**src/rtl/accum_pkg.sv**
```systemverilog
// Shared types and constants for the running-sum accumulator.
package accum_pkg;

   localparam int ACCUM_DATA_W = 32;

   typedef logic [ACCUM_DATA_W-1:0] accum_word_t;

   localparam accum_word_t ACCUM_ZERO = '0;
   localparam accum_word_t ACCUM_MAX  = '1;

endpackage : accum_pkg

```
**src/rtl/accum_adder.sv**
```systemverilog
// Unsigned DATA_W-bit adder that reports its carry-out separately from the sum.
module accum_adder
   import accum_pkg::*;
#(
   parameter int DATA_W = ACCUM_DATA_W
) (
   input  logic [DATA_W-1:0] a,
   input  logic [DATA_W-1:0] b,
   output logic [DATA_W-1:0] sum,
   output logic              carry_out
);

   // Widen by one bit so the carry falls out of the top of the result.
   always_comb begin
      {carry_out, sum} = {1'b0, a} + {1'b0, b};
   end

endmodule : accum_adder

```
**src/rtl/modport_accumulator.sv**
```systemverilog
// Running-sum accumulator: accum <= accum + data on enabled cycles.
// Priority at each rising edge: reset_n (active-high) > clear > enable > hold.
// Optional macro ACCUM_SATURATE_EN: additions clamp at all-ones and a sticky
// ovf output reports the first saturating add; without it the sum wraps.
module modport_accumulator
   import accum_pkg::*;
#(
   parameter int DATA_W = ACCUM_DATA_W
) (
   input  logic              clk,
   input  logic              reset_n,
   input  logic [DATA_W-1:0] data,
   input  logic              enable,
   input  logic              clear,
   output logic [DATA_W-1:0] accum
`ifdef ACCUM_SATURATE_EN
   ,
   output logic              ovf
`endif
);

   logic [DATA_W-1:0] accum_p0;
   logic [DATA_W-1:0] sum;
   logic              carry;
   logic [DATA_W-1:0] next_sum;

   accum_adder #(
      .DATA_W (DATA_W)
   ) u_adder (
      .a         (accum_p0),
      .b         (data),
      .sum       (sum),
      .carry_out (carry)
   );

`ifdef ACCUM_SATURATE_EN
   logic ovf_p0;

   // Clamp to all-ones when the add carries out of DATA_W bits.
   function automatic logic [DATA_W-1:0] sat_add(input logic [DATA_W-1:0] s,
                                                input logic              c);
      return c ? {DATA_W{1'b1}} : s;
   endfunction

   // Select the clamped sum for the register input.
   always_comb begin
      next_sum = sat_add(sum, carry);
   end

   // Sticky overflow flag, cleared only by reset or clear.
   always_ff @(posedge clk) begin
      if (reset_n) begin
         ovf_p0 <= 1'b0;
      end else if (clear) begin
         ovf_p0 <= 1'b0;
      end else if (enable && carry) begin
         ovf_p0 <= 1'b1;
      end
   end

   assign ovf = ovf_p0;
`else
   logic unused_carry;

   assign unused_carry = carry;

   // Plain modulo-2^DATA_W wrap; the carry is discarded.
   always_comb begin
      next_sum = sum;
   end
`endif

   // ---- stage p0: running-sum register with reset > clear > enable > hold
   always_ff @(posedge clk) begin
      if (reset_n) begin
         accum_p0 <= '0;
      end else if (clear) begin
         accum_p0 <= '0;
      end else if (enable) begin
         accum_p0 <= next_sum;
      end
   end

   assign accum = accum_p0;

endmodule : modport_accumulator

```
**config.mk**
```make
export PLATFORM = sky130hd
export DESIGN_NAME = modport_accumulator
export DESIGN_NICKNAME = d
export VERILOG_FILES = /design/src/rtl/accum_pkg.sv /design/src/rtl/accum_adder.sv /design/src/rtl/modport_accumulator.sv
export SDC_FILE = /design/constraint.sdc
export NUM_CORES = 1
export LEC_CHECK = 0
export ABC_CLOCK_PERIOD_IN_PS = 2600
export CELL_PAD_IN_SITES_DETAIL_PLACEMENT = 0
export CELL_PAD_IN_SITES_GLOBAL_PLACEMENT = 1
export CORE_UTILIZATION = 33
export DETAILED_ROUTE_END_ITERATION = 8
export PLACE_DENSITY = 0.82
export SLEW_MARGIN = 0
export SYNTH_ARGS = -nofsm -noshare
export SYNTH_HDL_FRONTEND = slang
export SYNTH_SLANG_ARGS = --single-unit
```
**constraint.sdc**
```tcl
create_clock -name clk -period 2.6 [get_ports clk]
set_input_delay 0.26 -clock clk [delete_from_list [all_inputs] [get_ports clk]]
set_output_delay 0.26 -clock clk [all_outputs]
set_load 0.03 [all_outputs]
```
# After elaboration in Yosys (flattened, before gate mapping)
# Cells that the tools add are included.
# W data, S select, Z words.
[op_classes] add_sub_neg=1 multipliers=0 n_div=0 order_cmp=0 eq_ne=0 n_shift=0 mux=0 bitwise_logic=0 reduce_logical=1
[ops] operator="$add A32 B32 Y32" count=1
[ops] operator="$reduce_or A2 Y1" count=1
[totals] regBits=32 latch_bits=0 mem_bits_rw=0 mem_bits_ro=0 out_inout_bits=32 elab_cells=3 n_memories=0

# Logic depth before layout (Yosys ltp)
# Gate-level depths: netlist of run 1.
[logic_depth] depth_word=1 mapped_depth=11

# Cells and area by module
# A second synthesis of run 1 with hierarchy kept.
[unflattened] cells_unflattened=377 hier_area_um2=3083.0
[by_module_without_submodules] mod="accum_adder" instances=1 cells_each=272 area_each_um2=1926.8 seq_area_each_um2=0.0
[by_module_without_submodules] mod="modport_accumulator" instances=1 cells_each=105 area_each_um2=1156.1 seq_area_each_um2=640.6

# Least setup slack after synthesis of run 1
# OpenSTA, ideal clock, no wires.
[synth_timing] path_kind="register to register" start="register accum_p0[0], in the netlist accum[0]" end="register accum_p0[26], in the netlist accum[26]" setup_ns=0.124 t_arrival_ns=2.781 required_time_ns=2.476 setup_slack_ns=-0.305 stages_incl_launch_ff=12 path_buffers=0 period_less_slack_ns=2.905 cell_sequence="dfxtp_1 > ha_1 > fa_1 > a21o_1 > a221oi_2 > o31a_4 > o31ai_4 > a2111oi_2 > nor3_4 > a31oi_1 > xor2_1 > o21ai_1"
[synth_via] elab_chain_cells=1
[synth_rtl] item="start: declaration" line_no="modport_accumulator.sv:22" rtl="logic [DATA_W-1:0] accum_p0;"
[synth_rtl] item="start signal: assignment" line_no="modport_accumulator.sv:80" rtl="accum_p0 <= next_sum;"
[synth_rtl] item="$add A32 B32 Y32" line_no="accum_adder.sv:15" rtl="{carry_out, sum} = {1'b0, a} + {1'b0, b};"
# No other way between the ends.
# A chain may end at the register's enable or synchronous reset.

# Worst setup path in the final report of run 1
[layout_timing] start="input port data[1]" end="register accum_p0[26], in the netlist accum[26]"
[layout_via] elab_chain_cells=1
[layout_rtl] item="start: declaration" line_no="modport_accumulator.sv:12" rtl="input logic [DATA_W-1:0] data,"
[layout_rtl] item="$add A32 B32 Y32" line_no="accum_adder.sv:15"
# No other way between the ends.

==> impl_metrics.ini, run 1 <==
[run_status]
status = complete, but fails checks
violations = negative setup slack

[global_route]
grt_usage = 0.182
grt_pass1_vias = 2776
grt_pass1_wl_um = 12500
grt-ovfl-total = 0
grt_max_degree = 24
antenna_found_initial = 0

[yosys]
postSynthAreaPerCell_sq_um = 8.39
ys_seq_area_frac = 0.236
synth_cell_types = 49
yosys_warnings = 0
syn_inst = 324
netlist_top_cells_count = nor2_1 (33), dfxtp_1 (32), ha_1 (31)
yosysMostFrequentCell = nor2_1
ys_ff_latch = 32
synth_top_area_frac = 0.236
synthTopCellsByArea = dfxtp_1 (24%), ha_1 (14%), mux2i_1 (7.4%)
async_flop_share = 0
synth_area_sq_um = 2720
synth_ff_type = dfxtp_1
synth-edff-count = 0
synth_fp_nets = 392
yosysTopAreaCell = dfxtp_1

[finish]
n_antenna_cell = 0
syn2layout_area_growth_pct = 51.2
fin_util = 0.523
largest_register = accum
reg_top3 = accum (32)
drive_gt1_frac = 0.205
nets = 515
largest_reg_flops = 32

[sta]
worst_pin_slew_ns = 0.527
setup_viol = 2
fin_crit_sh = 1.00
hold_viol = 0
worst_slack_ns = -0.0128
period_minus_slack_ns = 2.61
finalMaxSlewViolations = 0
skew_ns = 0.00496
fmax_ghz = 0.383
grt_setup_unrepaired = yes
fin_tns_setup_ns = -0.0135
relSlewSlack = 0.648

[power_and_ir_drop]
pwr-share-clk = 0.279
swShare = 0.331
irDropWorstVdd_mv = 0.185
power.share.sequential = 0.335
power.switching_uw = 527
comb_power_share = 0.386
p_leak_nw = 1.93
internal-power_mw = 1.06
pwr_density_cell_nw_per_um2 = 387

[critical_path]
slowest_stage = clkdlybuf4s50_1
worstPathMaxFanout = 3
reg2reg_setup_slack_ns = -0.01
crit_path_cell_trace = clkdlybuf4s50_1, fa_2, a21o_1, a221oi_4, o31a_4, o31ai_4, a2111oi_4, nor3_4, a31oi_1, xor2_1, o21ai_1
worstSetupPathDepth = 11
critPathCaptureType = register
startpoint_type = input pin
worstPathArrival_ns = 2.78
crit_required_ns = 2.77
critical-path-top-delay-family = compound AO/OA/AOI/OAI gates
reg2reg_depth = 11
slowest_delay_ns = 0.47
criticalPathCategory = in2reg
worst-path-buf-inv = 1

[routing]
dr_wl_met2_um = 3640
drt_first_pass_iters = 4
wl_met1_um = 3640
highest_layer = met4
vias = 2834
met3WireLength_um = 327
wl_per_cell_um = 14.0
ant_nets = 0
drtIter0Drc = 78
wirelength_um = 7690
vias_per_cell = 5.15
drc = 0

[placement]
io_buffer_count = 67
gp_congestion = 0.844
place_hpwl_um = 6050

[clock_network]
cts-root-buf = clkbuf_8
cts_tree = yes
htreeDepth = 2
hold_buffers = 0
clock-sinks = 32
cts_buffers = 5
clock_path_buffers = 2
clk_latency_ns = 0.29
clkTransAtPathRegs_ns = 0.07

[hold_path]
min_path_type = reg2reg
holdPathStages = 2

[job]
cap_viol_max_count = 0

[die]
num_io_pins = 68
die_y_um = 92.7
die_w_um = 92.7
core-area_sq_um = 7850
start_util = 0.346
dieArea_sq_um = 8600
num_rows = 32
layer usage:
layer,vias up,track usage
li1,1444,-
met1,1317,0.232
met2,65,0.317
met3,8,0.0287
met4,0,0.0474
met5,-,0
worst paths after layout:
check / endpoint / start
setup / recovery: accum[26] / data[1]
hold / removal: accum[26] / accum[26]
setup reg to reg: accum[26] / accum[0]
hold reg to reg: accum[26] / accum[26]
worst reg2reg max path: cells and delay by family (launching register included):
family          cells  cell delay (ns)
compound gates      7             1.41
flops               1             0.35
fa+ha+maj           2             0.49
xor+xnor            1             0.16
simple gates        1             0.09
cells in the final DEF, fill, tap and decap left out, types with 4 or more instances in the layout:
cell type and instances:
o21bai_1 4, xnor2_1 14, ha_1 30, o21ai_1 7, clkdlybuf4s50_1 66, nand3_1 8
nand4_1 5, dfxtp_1 29, o21ai_0 15, a21oi_2 4, nor2_1 32, a21oi_1 22
inv_1 4, a211oi_1 7, clkbuf_8 7, a21o_1 20, buf_4 61, nand2_1 26
xor2_1 12, mux2i_1 19
power by group through the flow:
stage	combinational [mW]	clock (mW)	sequential, mW
2_1_floorplan	0.305	0	0.588
3_3_place_gp	0.591	0	0.543
3_5_place_dp	0.597	0	0.544
4_1_cts	0.609	0.463	0.533
5_1_grt	0.670	0.475	0.536
6_report	0.614	0.444	0.533
final cells by class:
| class | count | area (sq um) |
|---|---|---|
| multi-input combinational | 276 | 2090 |
| fill | 756 | 3740 |
| inverter | 4 | 15.0 |
| timing repair buffer | 128 | 1130 |
| clock buffer | 8 | 100 |
| tap | 102 | 128 |
| sequential | 32 | 647 |
through the flow:
stage	setup slack (ns)	cells	instance area [sq um]	hold WS, ns	power (mW)
global route	-0.177	550	4110	0.510	1.68
global placement	-0.519	538	3930	0.461	1.13
floorplan	-0.0548	324	2750	0.499	0.892
CTS	-0.0361	549	4080	0.475	1.61
detailed placement	-0.557	538	3930	0.465	1.14
finish	-0.0128	550	4110	0.474	1.59
cell families (layout without fill, tap and decap cells):
group	after synthesis	in the layout	synth area share
adders and majority gates	32	32	0.150
DFF	32	32	0.236
buffers and inverters	16	140	0.0221
and+or+nand+nor	93	93	0.163
AOI/OAI and AO/OA	104	104	0.268
muxes	20	20	0.0737
xor gates and xnor gates	27	27	0.0870
repair_timing:
action | CTS | global route
resized for setup | 4 | 6
setup endpoints to repair | 6 | 11
buffers inserted | 3 | 2
pin swaps | 9 | 10
Power figures use the tool's default switching activity.
==> inputs of run 2 (changes only) <==
PLACE_DENSITY = 0.81   (was 0.82)
==> impl_metrics.ini, run 2 (same netlist as run 1, synthesis figures left out) <==
[run_status]
status = finished, final reports clean

[routing]
vias = 2786
drc = 0
drt_first_pass_iters = 4
wl_per_cell_um = 14.0
drtIter0Drc = 49
ant_nets = 0
vias_per_cell = 5.08
wirelength_um = 7690

[finish]
fin_util = 0.521
fin_cells = 548
final_common_cell = clkdlybuf4s50_1
largest_reg_flops = 32
final_cell_mix = clkdlybuf4s50_1 (66), buf_4 (59), nor2_1 (32)
syn2layout_area_growth_pct = 50.6
reg_top3 = accum (32)
n_antenna_cell = 0
drive_gt1_frac = 0.202
fin_area_sq_um = 4090
nets = 513
largest_register = accum

[sta]
skew_ns = 0.0104
grt_setup_unrepaired = yes
relSlewSlack = 0.583
finalMaxSlewViolations = 0
fin_tns_setup_ns = 0
fin_crit_sh = 0.991
worst_slack_ns = 0.0231
setup_viol = 0
hold_viol = 0
period_minus_slack_ns = 2.58
fmax_ghz = 0.388
worst_pin_slew_ns = 0.623

[global_route]
grt-ovfl-total = 0
grt_usage = 0.183
top_usage_layer = met2
grtUsageMet3 = 0.0337
met1_usage = 0.239
grt_pass1_vias = 2756
use_met2 = 0.312
antenna_found_initial = 0
grt_pass1_wl_um = 12700
grt_max_degree = 23

[die]
core-area_sq_um = 7850
dieArea_sq_um = 8600
die_w_um = 92.7
num_rows = 32
die_y_um = 92.7
num_io_pins = 68
start_util = 0.346

[clock_network]
cts_tree = yes
clkTransAtPathRegs_ns = 0.08
htreeDepth = 2
cts_buffers = 5
cts-root-buf = clkbuf_8
clock_path_buffers = 2
hold_buffers = 0
clk_latency_ns = 0.29
clock-sinks = 32

[placement]
place_ws_ns = -0.585
dp.cells = 535
place_hpwl_um = 6040
gp_congestion = 0.889
io_buffer_count = 67
dpl_cell_area_sq_um = 3910

[critical_path]
worstPathArrival_ns = 2.75
startpoint_type = input pin
crit_required_ns = 2.78
criticalPathCategory = in2reg
worstPathMaxFanout = 3
critPathCaptureType = register

[hold_path]
min_path_type = reg2reg

[job]
cap_viol_max_count = 0

[power_and_ir_drop]
irDropWorstVdd_mv = 0.187
pwr_density_cell_nw_per_um2 = 381
p_leak_nw = 1.91
## run 2: changes by cell type in the layout (fill, tap and decap cells not counted), sizes merged
cell / delta
buf: -2
clkinv: +2
clkbuf: -2
## run 2: power breakdown
group	switching, mW	internal, mW	total, mW
sequential	0.0193	0.513	0.533
combinational	0.304	0.306	0.609
clock	0.205	0.212	0.416
## run 2: worst paths after layout
| kind | depth (start not counted) | to | slack (ns) | startpoint |
|---|---|---|---|---|
| hold reg to reg | 2 | accum[28] | 0.47 | accum[28] |
| hold / removal | 2 | accum[28] | 0.47 | accum[28] |
| setup reg to reg | 11 | accum[26] | 0.03 | accum[0] |
| setup / recovery | 11 | accum[26] | 0.02 | data[1] |
## run 2: cell type report
class | count | area (sq um)
Tap cell | 102 | 128
Multi-Input combinational cell | 276 | 2100
Sequential cell | 32 | 647
Clock inverter | 2 | 10.0
Clock buffer | 6 | 82.6
Inverter | 4 | 15.0
Fill cell | 755 | 3760
Timing Repair Buffer | 126 | 1110
## run 2: stage by stage
stage | power (mW) | hold WS (ns)
floorplan | 0.892 | 0.499
global placement | 1.13 | 0.459
detailed placement | 1.14 | 0.467
CTS | 1.57 | 0.478
global route | 1.66 | 0.498
finish | 1.56 | 0.472
## run 2: metal layers
layer | part of all wire | vias up
li1 | - | 1445
met1 | 0.49 | 1290
met2 | 0.48 | 49
met3 | 0.032 | 2
met4 | 0.0053 | 0
met5 | 0 | -
## run 2: timing repair
action,CTS,global route
pin swaps,4,7
setup endpoints to repair,7,10
buffers inserted,2,3
cloned,0,0
gates resized for setup,4,6
## run 2: worst max-delay path, cell delays in order
cell             delay, ns
clkdlybuf4s50_1       0.46
fa_2                  0.42
a21o_1                0.20
a221oi_4              0.26
o31a_4                0.19
o31ai_4               0.08
a2111oi_4             0.36
nor3_4                0.10
a31oi_1               0.17
xor2_1                0.17
o21ai_1               0.07
==> inputs of run 3 (changes only) <==
ABC_CLOCK_PERIOD_IN_PS = 2100   (was 2600)
clock period = 2.1 ns   (was 2.6 ns; I/O delays follow)
==> impl_metrics.ini, run 3 (same netlist as run 1, synthesis figures left out) <==
[routing]
drtIter0Drc = 149
ant_nets = 0
drt_first_pass_iters = 4
wirelength_um = 8830
wl_per_cell_um = 14.9
drc = 0
vias = 3047
vias_per_cell = 5.16

[sta]
finalMaxSlewViolations = 0
skew_ns = 0.00992
fin_crit_sh = 1.20
worst_pin_slew_ns = 0.418
setup_viol = 21
period_minus_slack_ns = 2.53
fin_tns_setup_ns = -4.47
relSlewSlack = 0.721
fmax_ghz = 0.396
worst_slack_ns = -0.427
grt_setup_unrepaired = yes
hold_viol = 0

[job]
cap_viol_max_count = 0

[placement]
place_hpwl_um = 6770
gp_congestion = 0.878
place_ws_ns = -1.00
io_buffer_count = 67
dpl_cell_area_sq_um = 4320

[power_and_ir_drop]
power.switching_uw = 706
internal-power_mw = 1.40
swShare = 0.335
pwr-share-clk = 0.261
irDropWorstVdd_mv = 0.252
comb_power_share = 0.427
pwr_density_cell_nw_per_um2 = 450
p_leak_nw = 2.18
totalPowerFinal_mw = 2.11
power.share.sequential = 0.312

[critical_path]
critPathCaptureType = register
worst-path-buf-inv = 0
slowest_stage = a2111oi_4
worstPathArrival_ns = 2.70
crit_required_ns = 2.27
reg2reg_setup_slack_ns = -0.43
criticalPathCategory = reg2reg
startpoint_type = register
crit_path_cell_trace = ha_4, fa_2, a21o_1, a221oi_4, o31a_4, o31ai_4, a2111oi_4, nor3_4, a31oi_1, xor2_1, o21ai_1
worstPathMaxFanout = 3
slowest_delay_ns = 0.36
critical-path-top-delay-family = compound AO/OA/AOI/OAI gates

[die]
die_w_um = 92.7
num_io_pins = 68
num_rows = 32
start_util = 0.346
dieArea_sq_um = 8600
die_y_um = 92.7
core-area_sq_um = 7850

[clock_network]
clkTransAtPathRegs_ns = 0.07
clk_latency_ns = 0.29
hold_buffers = 0
htreeDepth = 2
cts_buffers = 5
cts-root-buf = clkbuf_8
cts_tree = yes
clock_path_buffers = 2
clock-sinks = 32

[finish]
fin_area_sq_um = 4690
final_common_cell = buf_4
n_antenna_cell = 0
reg_top3 = accum (32)
nets = 556
largest_register = accum
fill_cells = 706
largest_reg_flops = 32
final_cell_mix = buf_4 (96), clkdlybuf4s50_1 (64), nor2_1 (32)
syn2layout_area_growth_pct = 72.5
fin_util = 0.597
drive_gt1_frac = 0.348

[global_route]
grt_usage = 0.208
antenna_found_initial = 0
grt_max_degree = 18
grt_pass1_vias = 3077
grt_pass1_wl_um = 14100
grt-ovfl-total = 0

[hold_path]
min_path_type = in2reg

[run_status]
status = complete, but fails checks
violations = negative setup slack
## run 3: cell count changes in the layout (fill, tap and decap cells not counted), sizes merged
cell / before / now
clkinv: 2 / 0
buf: 59 / 102
clkbuf: 6 / 8
dlymetal6s2s: 0 / 1
clkdlybuf4s50: 66 / 64
dlygate4sd2: 1 / 2
## run 3: path summary, 6_finish.rpt
kind	cells past startpoint	from	end
max reg2reg	11	accum[0]	accum[26]
min reg2reg	2	accum[27]	accum[27]
min	4	data[0]	accum[0]
max	11	accum[0]	accum[26]
## run 3: final cells by class
class / instances / area (sq um) / area share
Clock buffer: 8 / 100 / 0.0214
Inverter: 4 / 15.0 / 0.00320
Multi-Input combinational cell: 276 / 2320 / 0.494
Sequential cell: 32 / 669 / 0.143
Tap cell: 102 / 128 / 0.0272
Timing Repair Buffer: 169 / 1460 / 0.311
## run 3: power groups by stage
stage / combinational [mW] / clock, mW / sequential (mW)
floorplan: 0.401 / 0 / 0.730
global placement: 0.813 / 0 / 0.670
detailed placement: 0.828 / 0 / 0.671
CTS: 0.865 / 0.572 / 0.657
global route: 0.971 / 0.607 / 0.660
finish: 0.901 / 0.551 / 0.657
## run 3: repair_timing
| action | in CTS | in global routing |
|---|---|---|
| endpoints found under the hold margin | 0 | 0 |
| pin swaps | 36 | 29 |
| endpoints found under the setup margin | 23 | 24 |
| gates resized for setup | 19 | 24 |
| buffers inserted | 9 | 10 |
## run 3: metal layers
metal  track usage  vias up  routed length, um
li1              -     1534                  -
met1         0.250     1432               3860
met2         0.371       65               4420
met3        0.0345       16                342
met4        0.0756        0                214
met5             0        -                  0
## run 3: through the flow
stage,cells,hold slack [ns]
global route,591,0.479
floorplan,324,0.442
finish,591,0.460
CTS,588,0.462
detailed placement,572,0.460
global placement,572,0.460
## run 3: worst reg2reg max path, stage by stage (launching register included)
cell and delay, ns:
dfxtp_4 0.35, ha_4 0.16, fa_2 0.34, a21o_1 0.21, a221oi_4 0.26, o31a_4 0.18, o31ai_4 0.07, a2111oi_4 0.36
nor3_4 0.08, a31oi_1 0.17, xor2_1 0.16, o21ai_1 0.08
